File: config.mk
export PLATFORM = sky130hd
export DESIGN_NAME = asic_st_packetizer
export DESIGN_NICKNAME = d
export VERILOG_FILES = /design/src/rtl/asic_st_packetizer.sv
export SDC_FILE = /design/constraint.sdc
export NUM_CORES = 1
export LEC_CHECK = 0
export BUFFER_PORTS_ARGS = -buffer_cell sky130_fd_sc_hd__buf_2
export CAP_MARGIN = 15
export CORE_MARGIN = 8
export CORE_UTILIZATION = 61
export DETAILED_ROUTE_END_ITERATION = 12
export PLACE_DENSITY_LB_ADDON = 0.05
export SYNTH_ARGS = -nofsm -noshare
export SYNTH_HDL_FRONTEND = slang
export SYNTH_SLANG_ARGS = --single-unit
File: constraint.sdc
create_clock -name clk -period 3.8 [get_ports clk]
set_clock_uncertainty 0.2 [all_clocks]
set_input_delay 0.19 -clock clk [delete_from_list [all_inputs] [get_ports clk]]
set_output_delay 0.19 -clock clk [all_outputs]
set_load 0.1 [all_outputs]
File: src/rtl/asic_st_packetizer.sv
// ASIC sample packetizer: captures ASIC status samples into a small FIFO and
// streams them as fixed-length Avalon-ST packets with a running error count
// and a forced inter-packet gap.
module asic_st_packetizer #(
  parameter int unsigned PKT_LEN    = 202,
  parameter int unsigned FIFO_DEPTH = 16,
  parameter int unsigned IPG        = 2
) (
  input  logic        clk,
  input  logic        reset,
  input  logic        enable,
  input  logic        sample_valid,
  input  logic [6:0]  asic_tout,
  input  logic        asic_bitout,
  input  logic        asic_keepshift,
  input  logic        asic_start,
  input  logic        asic_testready,
  output logic [31:0] src_data,
  output logic        src_valid,
  input  logic        src_ready,
  output logic        src_startofpacket,
  output logic        src_endofpacket,
  output logic        overflow
);

  localparam int unsigned AW = $clog2(FIFO_DEPTH);
  localparam int unsigned GW = (IPG > 1) ? $clog2(IPG) : 1;

  typedef enum logic [1:0] {StIdle, StStream, StGap} state_e;

  // FIFO entry layout: {testready, start, keepshift, bitout, tout[6:0]}
  logic [10:0]   mem_q [FIFO_DEPTH];
  logic [AW-1:0] wr_ptr_q, rd_ptr_q;
  logic [AW:0]   cnt_q;
  logic          fifo_empty, fifo_full;
  logic          push, pop;
  logic [10:0]   head;

  state_e        state_q, state_d;
  logic [7:0]    idx_q, idx_d;
  logic [6:0]    err_q, err_d;
  logic [6:0]    err_beat;
  logic [GW-1:0] gap_q, gap_d;
  logic          idx_last, gap_last;
  logic          overflow_q;

  assign fifo_empty = (cnt_q == '0);
  assign fifo_full  = (cnt_q == (AW+1)'(FIFO_DEPTH));
  assign head       = mem_q[rd_ptr_q];
  assign idx_last   = (idx_q == 8'(PKT_LEN - 1));
  assign gap_last   = (32'(gap_q) == IPG - 1);

  // A full FIFO still accepts a sample when a beat leaves in the same cycle.
  assign pop  = src_valid & src_ready;
  assign push = sample_valid & (~fifo_full | pop);

  // FIFO storage; contents need no reset since occupancy gates every read.
  always_ff @(posedge clk) begin
    if (push) begin
      mem_q[wr_ptr_q] <= {asic_testready, asic_start, asic_keepshift, asic_bitout, asic_tout};
    end
  end

  // FIFO pointers, occupancy and sticky overflow flag.
  always_ff @(posedge clk) begin
    if (reset) begin
      wr_ptr_q   <= '0;
      rd_ptr_q   <= '0;
      cnt_q      <= '0;
      overflow_q <= 1'b0;
    end else begin
      if (push) wr_ptr_q <= wr_ptr_q + 1'b1;
      if (pop)  rd_ptr_q <= rd_ptr_q + 1'b1;
      unique case ({push, pop})
        2'b10:   cnt_q <= cnt_q + 1'b1;
        2'b01:   cnt_q <= cnt_q - 1'b1;
        default: cnt_q <= cnt_q;
      endcase
      if (sample_valid && fifo_full && !pop) overflow_q <= 1'b1;
    end
  end

  // Error count shown on the current beat: restarts at sop, saturates at 127.
  always_comb begin
    err_beat = err_q;
    if (idx_q == 8'd0) begin
      err_beat = 7'd0;
    end else if (head[8] && head[7] && (err_q != 7'd127)) begin
      err_beat = err_q + 7'd1;
    end
  end

  // Packet FSM next state: index, running error count and gap counter.
  always_comb begin
    state_d = state_q;
    idx_d   = idx_q;
    err_d   = err_q;
    gap_d   = gap_q;
    unique case (state_q)
      StIdle: begin
        if (enable && !fifo_empty) begin
          state_d = StStream;
          idx_d   = 8'd0;
        end
      end
      StStream: begin
        // Empty FIFO just stalls the packet; enable is ignored until eop.
        if (pop) begin
          err_d = err_beat;
          if (idx_last) begin
            idx_d   = 8'd0;
            gap_d   = '0;
            state_d = (IPG == 0) ? StIdle : StGap;
          end else begin
            idx_d = idx_q + 8'd1;
          end
        end
      end
      StGap: begin
        // The idle decision is folded into the last gap cycle so the low
        // time between packets is exactly IPG cycles.
        if (gap_last) begin
          gap_d   = '0;
          state_d = (enable && !fifo_empty) ? StStream : StIdle;
        end else begin
          gap_d = gap_q + 1'b1;
        end
      end
      default: state_d = StIdle;
    endcase
  end

  // FSM state register.
  always_ff @(posedge clk) begin
    if (reset) begin
      state_q <= StIdle;
      idx_q   <= 8'd0;
      err_q   <= 7'd0;
      gap_q   <= '0;
    end else begin
      state_q <= state_d;
      idx_q   <= idx_d;
      err_q   <= err_d;
      gap_q   <= gap_d;
    end
  end

  // Source outputs depend only on registered state, never on src_ready.
  always_comb begin
    src_valid         = 1'b0;
    src_startofpacket = 1'b0;
    src_endofpacket   = 1'b0;
    src_data          = 32'd0;
    if ((state_q == StStream) && !fifo_empty && !reset) begin
      src_valid         = 1'b1;
      src_startofpacket = (idx_q == 8'd0);
      src_endofpacket   = idx_last;
      src_data          = {2'b00, head[10], 1'b0, head[9], head[8], 1'b0, head[7], 1'b0,
                           head[6:0], 9'd0, err_beat};
    end
  end

  assign overflow = overflow_q;

endmodule
# Word level (Yosys, flattened, before mapping)
# Memory sizes are Yosys's and may differ from the RTL's. A register that Yosys moved wholly into a read port is not among the register bits.
# Cells that the tools add are included.
[totals]
register_bits = 32
ram_bits = 176
inputBits = 16
output_inout_bits = 36
elab_cells = 76
n_memories = 1
[op_classes]
add_sub_neg = 7
n_eq_ne = 11
mux = 25
bitwise = 4
n_reduce_logical = 20
[memory_table]
columns = ["name", "words", "word_bits", "rd", "rd_ports_with_merged_regs", "wr", "line_no", "text"]
rows = [
  ["mem_q", 16, 11, 1, 1, 1, "32", "logic [10:0] mem_q [FIFO_DEPTH];"],
]
[ops]
columns = ["op", "n"]
rows = [
  ["$mux 30", 1],
  ["$mux 8", 3],
  ["$pmux 8 s2", 1],
  ["$mux 7", 2],
  ["$pmux 5 s2", 1],
  ["$mux 1", 9],
  ["$add 4x1->4 const B", 2],
  ["$add 8x1->8 const B", 1],
  ["$eq 8x8->1 const B", 1],
  ["$logic_not 8->1", 1],
  ["$mux 2", 4],
  ["$mux 4", 2],
  ["$ne 2x2->1 const B", 4],
  ["$add 7x1->7 const B", 1],
  ["$logic_and 1x1->1", 7],
  ["$ne 7x7->1 const B", 1],
  ["$pmux 2 s3", 1],
  ["$reduce_and 3->1", 2],
  ["$reduce_bool 2->1", 3],
  ["$add 5x1->5 const B", 1],
  ["$eq 5x5->1 const B", 1],
  ["$logic_not 5->1", 1],
  ["$sub 5x1->5 const B", 1],
  ["$eq 2x1->1 const B", 2],
  ["10 further kinds", 14],
]

# Longest topological paths before layout
[depth]
depth_word = 10
depth_mapped = 9
depth_no_buf = 8

# Least setup slack after synthesis
# OpenSTA, ideal clock, no wires.
[synth_path]
kind = "register -> output"
start = "reg with a tool-made name"
end = "out src_data[2]"
arrival_time_ns = 3.062
t_required_ns = 3.410
path_slack_ns = 0.348
stages_incl_launch_ff = 9
n_path_buf = 2
cell_sequence = "dfxtp_1 buf_6 mux4_2 a22oi_2 nand3_2 nand3_4 buf_6 o21ai_0 a21oi_1"
[synth_rtl]
columns = ["element", "line_no", "text"]
rows = [
  ["end: declaration", "18", "output logic [31:0] src_data,"],
]

==> impl_metrics.env <==
export IMPL_status="finished clean"
export IMPL_path_cells="mux4_2, a22oi_2, nand3_2, nand3_4, o21ai_0, a21oi_1, buf_2"
export IMPL_worst_path_buf_inv=1
export IMPL_die_area_sq_um=18920
export IMPL_setup_tns_ns=0
export IMPL_postRouteAntennaNets=0
export IMPL_synth_area_top_cells="edfxtp_1, dfxtp_1, mux4_1, mux4_2, nor2_1"
export IMPL_period_minus_slack_ns=3.487
export IMPL_cts_repair_resized=0
export IMPL_overflow=0
export IMPL_cts_made_buffers=22
export IMPL_clk_pin_slew_ns=0.06
export IMPL_routed_wl_microns=18180
export IMPL_final_core_util_pct=71.23
export IMPL_powerDensity_nw_per_um2=487.1
export IMPL_cts_root_buf="clkbuf_16"
export IMPL_numClockSinks=212
export IMPL_whs_path_depth=5
export IMPL_p_comb_share_pct=5.8
export IMPL_synthTopCellsByCount="edfxtp_1, nor2_1, dfxtp_1"
export IMPL_p_int_mw=3.944
export IMPL_place_area_sq_um=9424
export IMPL_routedWlPerCell_microns=22.39
export IMPL_place_congestion=0.7527
export IMPL_first_pass_iters=4
export IMPL_die_x_microns=137.5
export IMPL_p_leak_nw=3.562
export IMPL_r2r_start="state_q[1]"
export IMPL_yosysSeqAreaShare_pct=66.65
export IMPL_p_total_mw=5.024
export IMPL_grt_pass1_wl_microns=28350
export IMPL_tightest_slew_ns=0.7663
export IMPL_grt_start_max_net_pins=31
export IMPL_netlist_area_sq_um=9011
export IMPL_design_area_sq_um=10310
export IMPL_min_period_over_period_pct=91.78
export IMPL_hold_start="enable"
export IMPL_ir_drop_mv=0.6084
export IMPL_power_switching_mw=1.080
export IMPL_fmax_ghz=0.2867
export IMPL_grt_antenna_before_repair=0
export IMPL_post_place_cells=758
export IMPL_pwr_share_clk_pct=43.0
export IMPL_cpMaxStageDelayCell="dfxtp_2"
export IMPL_dp_hpwl_microns=11380
export IMPL_synth_edf_count=176
export IMPL_arrival_ns=3.10
export IMPL_slowest_delay_ns=0.71
export IMPL_core_sq_um=14480
export IMPL_setup_viol=0
export IMPL_initial_core_util_pct=62.24
export IMPL_fin_nets=639
export IMPL_avgSynthCellArea_sq_um=16.87
export IMPL_final_cell_count_no_fill=812
export IMPL_grt_use_total_pct=20.08
export IMPL_min_to="idx_q[1]"
export IMPL_grt_pass1_vias=4948
export IMPL_setup_ws_ns=0.3125
export IMPL_yosysWarnings=0
export IMPL_post_cts_buffers=0
export IMPL_swShare_pct=21.49
export IMPL_portBuffers=37
export IMPL_fp_dieH_microns=137.5
export IMPL_hp_class="input port to flip-flop"
export IMPL_num_vias=4852
export IMPL_seqPwrFrac_pct=51.1
export IMPL_slew_headroom_pct=48.64
export IMPL_io_pins=52
export IMPL_route_detailed_drc=0
export IMPL_rows=44
export IMPL_slew_viol_final=0
export IMPL_synthFlopType="edfxtp_1"
export IMPL_vias_per_cell=5.975
export IMPL_rsz0062_at_grt="no"
export IMPL_cp_required_ns=3.41
export IMPL_r2r_end="mem_q[3][3]"
export IMPL_cp_start_kind="flip-flop"
export IMPL_clkLatencyLatePin_ns=0.50
export IMPL_drt_iter0_drc=359
export IMPL_cp_end_kind="output pin"
export IMPL_drive_gt1_share_pct=22.93
export IMPL_cap_viol_max_count=0
export IMPL_htreeDepth=1
export IMPL_yosysTopAreaCell="edfxtp_1"
export IMPL_synth_async_reset_ratio_pct=0
export IMPL_area_delta_synth_final_pct=14.45
export IMPL_crit_type="flip-flop to output pin"
export IMPL_worst_path_dominant_cell_family="flip-flops"
export IMPL_crit_fanout=19
export IMPL_ff2ff_path_depth=5
export IMPL_reg2reg_slack_ns=1.02
export IMPL_synth_top_area_share_pct=58.65
export IMPL_yosysMostFrequentCell="edfxtp_1"
export IMPL_synthDistinctLibCells=60
export IMPL_num_antenna_cells=0
export IMPL_hold_viol=0
export IMPL_place_ws_ns=0.7818
export IMPL_ys_seq_elements=212
export IMPL_fin_hold_ws_ns=0.03168
export IMPL_cts_tree="yes"
export IMPL_synthCells=534
export IMPL_cts_buffer_depth=3
worst max-delay path by stage:
| stage | startpoint | end | slack (ns) | cells after the start |
|---|---|---|---|---|
| final | flip-flop | src_data[3] | 0.31 | 7 |
| after global routing | flip-flop | src_data[3] | 0.1 | 7 |
| after detailed placement | flip-flop | src_data[3] | 0.78 | 7 |
| after global placement | flip-flop | src_data[2] | 0.83 | 7 |
| after floorplan | flip-flop | src_data[2] | 0.35 | 8 |
| after CTS | flip-flop | src_data[3] | 0.26 | 7 |
what timing repair did:
action,4_1_cts,5_1_grt
setup endpoints to repair,0,0
hold buffers,14,0
endpoints found under the hold margin,191,0
flip-flops by register name, summed over array words and instances (netlist names), named ones only:
| register | cells |
|---|---|
| wr_ptr_q | 4 |
| idx_q | 8 |
| cnt_q | 5 |
| gap_last | 1 |
| mem_q | 176 |
| state_q | 2 |
| err_q | 7 |
| rd_ptr_q | 4 |
| overflow | 1 |
tightest hold or removal path, delay by kind of cell:
kind | cells | cell delay (ns)
and+or+nand+nor | 2 | 0.15
buffers and inverters | 1 | 0.10
AOI/OAI and AO/OA | 2 | 0.25
power by group through the flow:
stage | Clock [mW] | Combinational, mW | Sequential, mW
after floorplan | 0 | 0.227 | 2.61
after global placement | 0 | 0.274 | 2.62
after detailed placement | 0 | 0.283 | 2.62
after CTS | 2.19 | 0.294 | 2.57
after global routing | 2.27 | 0.317 | 2.57
final | 2.16 | 0.293 | 2.57
logic make-up (layout without fill, tap and decap cells):
logic type / after synthesis / in the layout / synth area share, %
xor gates and xnor gates: 19 / 19 / 1.847
other: 1 / 14 / 0.04162
DFF: 212 / 212 / 66.65
muxes: 57 / 57 / 14.77
buffers and inverters: 50 / 131 / 3.555
adders and majority gates: 11 / 11 / 1.527
AOI/OAI and AO/OA: 46 / 46 / 3.721
and+or+nand+nor: 138 / 138 / 7.887
per-layer routing:
layer	vias to the layer above	global-route usage (%)	wire, microns
met2	129	33.50	8990
li1	2228	-	-
met1	2471	26.81	7881
met3	24	3.720	1011
met4	0	5.009	301
met5	-	0	0
cells in the final DEF (no fill, tap or decap), types with 8 or more instances in the layout:
cell type	count
nand2_1	24
or3_1	8
dlygate4sd3_1	14
inv_1	13
clkbuf_16	24
nor2_1	49
edfxtp_1	176
a21oi_1	15
conb_1	14
mux4_1	26
buf_2	37
mux4_2	27
buf_4	26
and2_1	13
xor2_1	12
ha_1	11
dfxtp_1	35
final cells by class:
type / instances / area, sq um
fill: 941 / 4165
timing repair buffer: 77 / 520.5
inverter: 14 / 52.55
clock buffer: 29 / 630.6
tap: 184 / 230.2
multi-input combinational: 285 / 2754
clock inverter: 11 / 118.9
sequential: 212 / 6007
(Power assumes the default switching activity.)
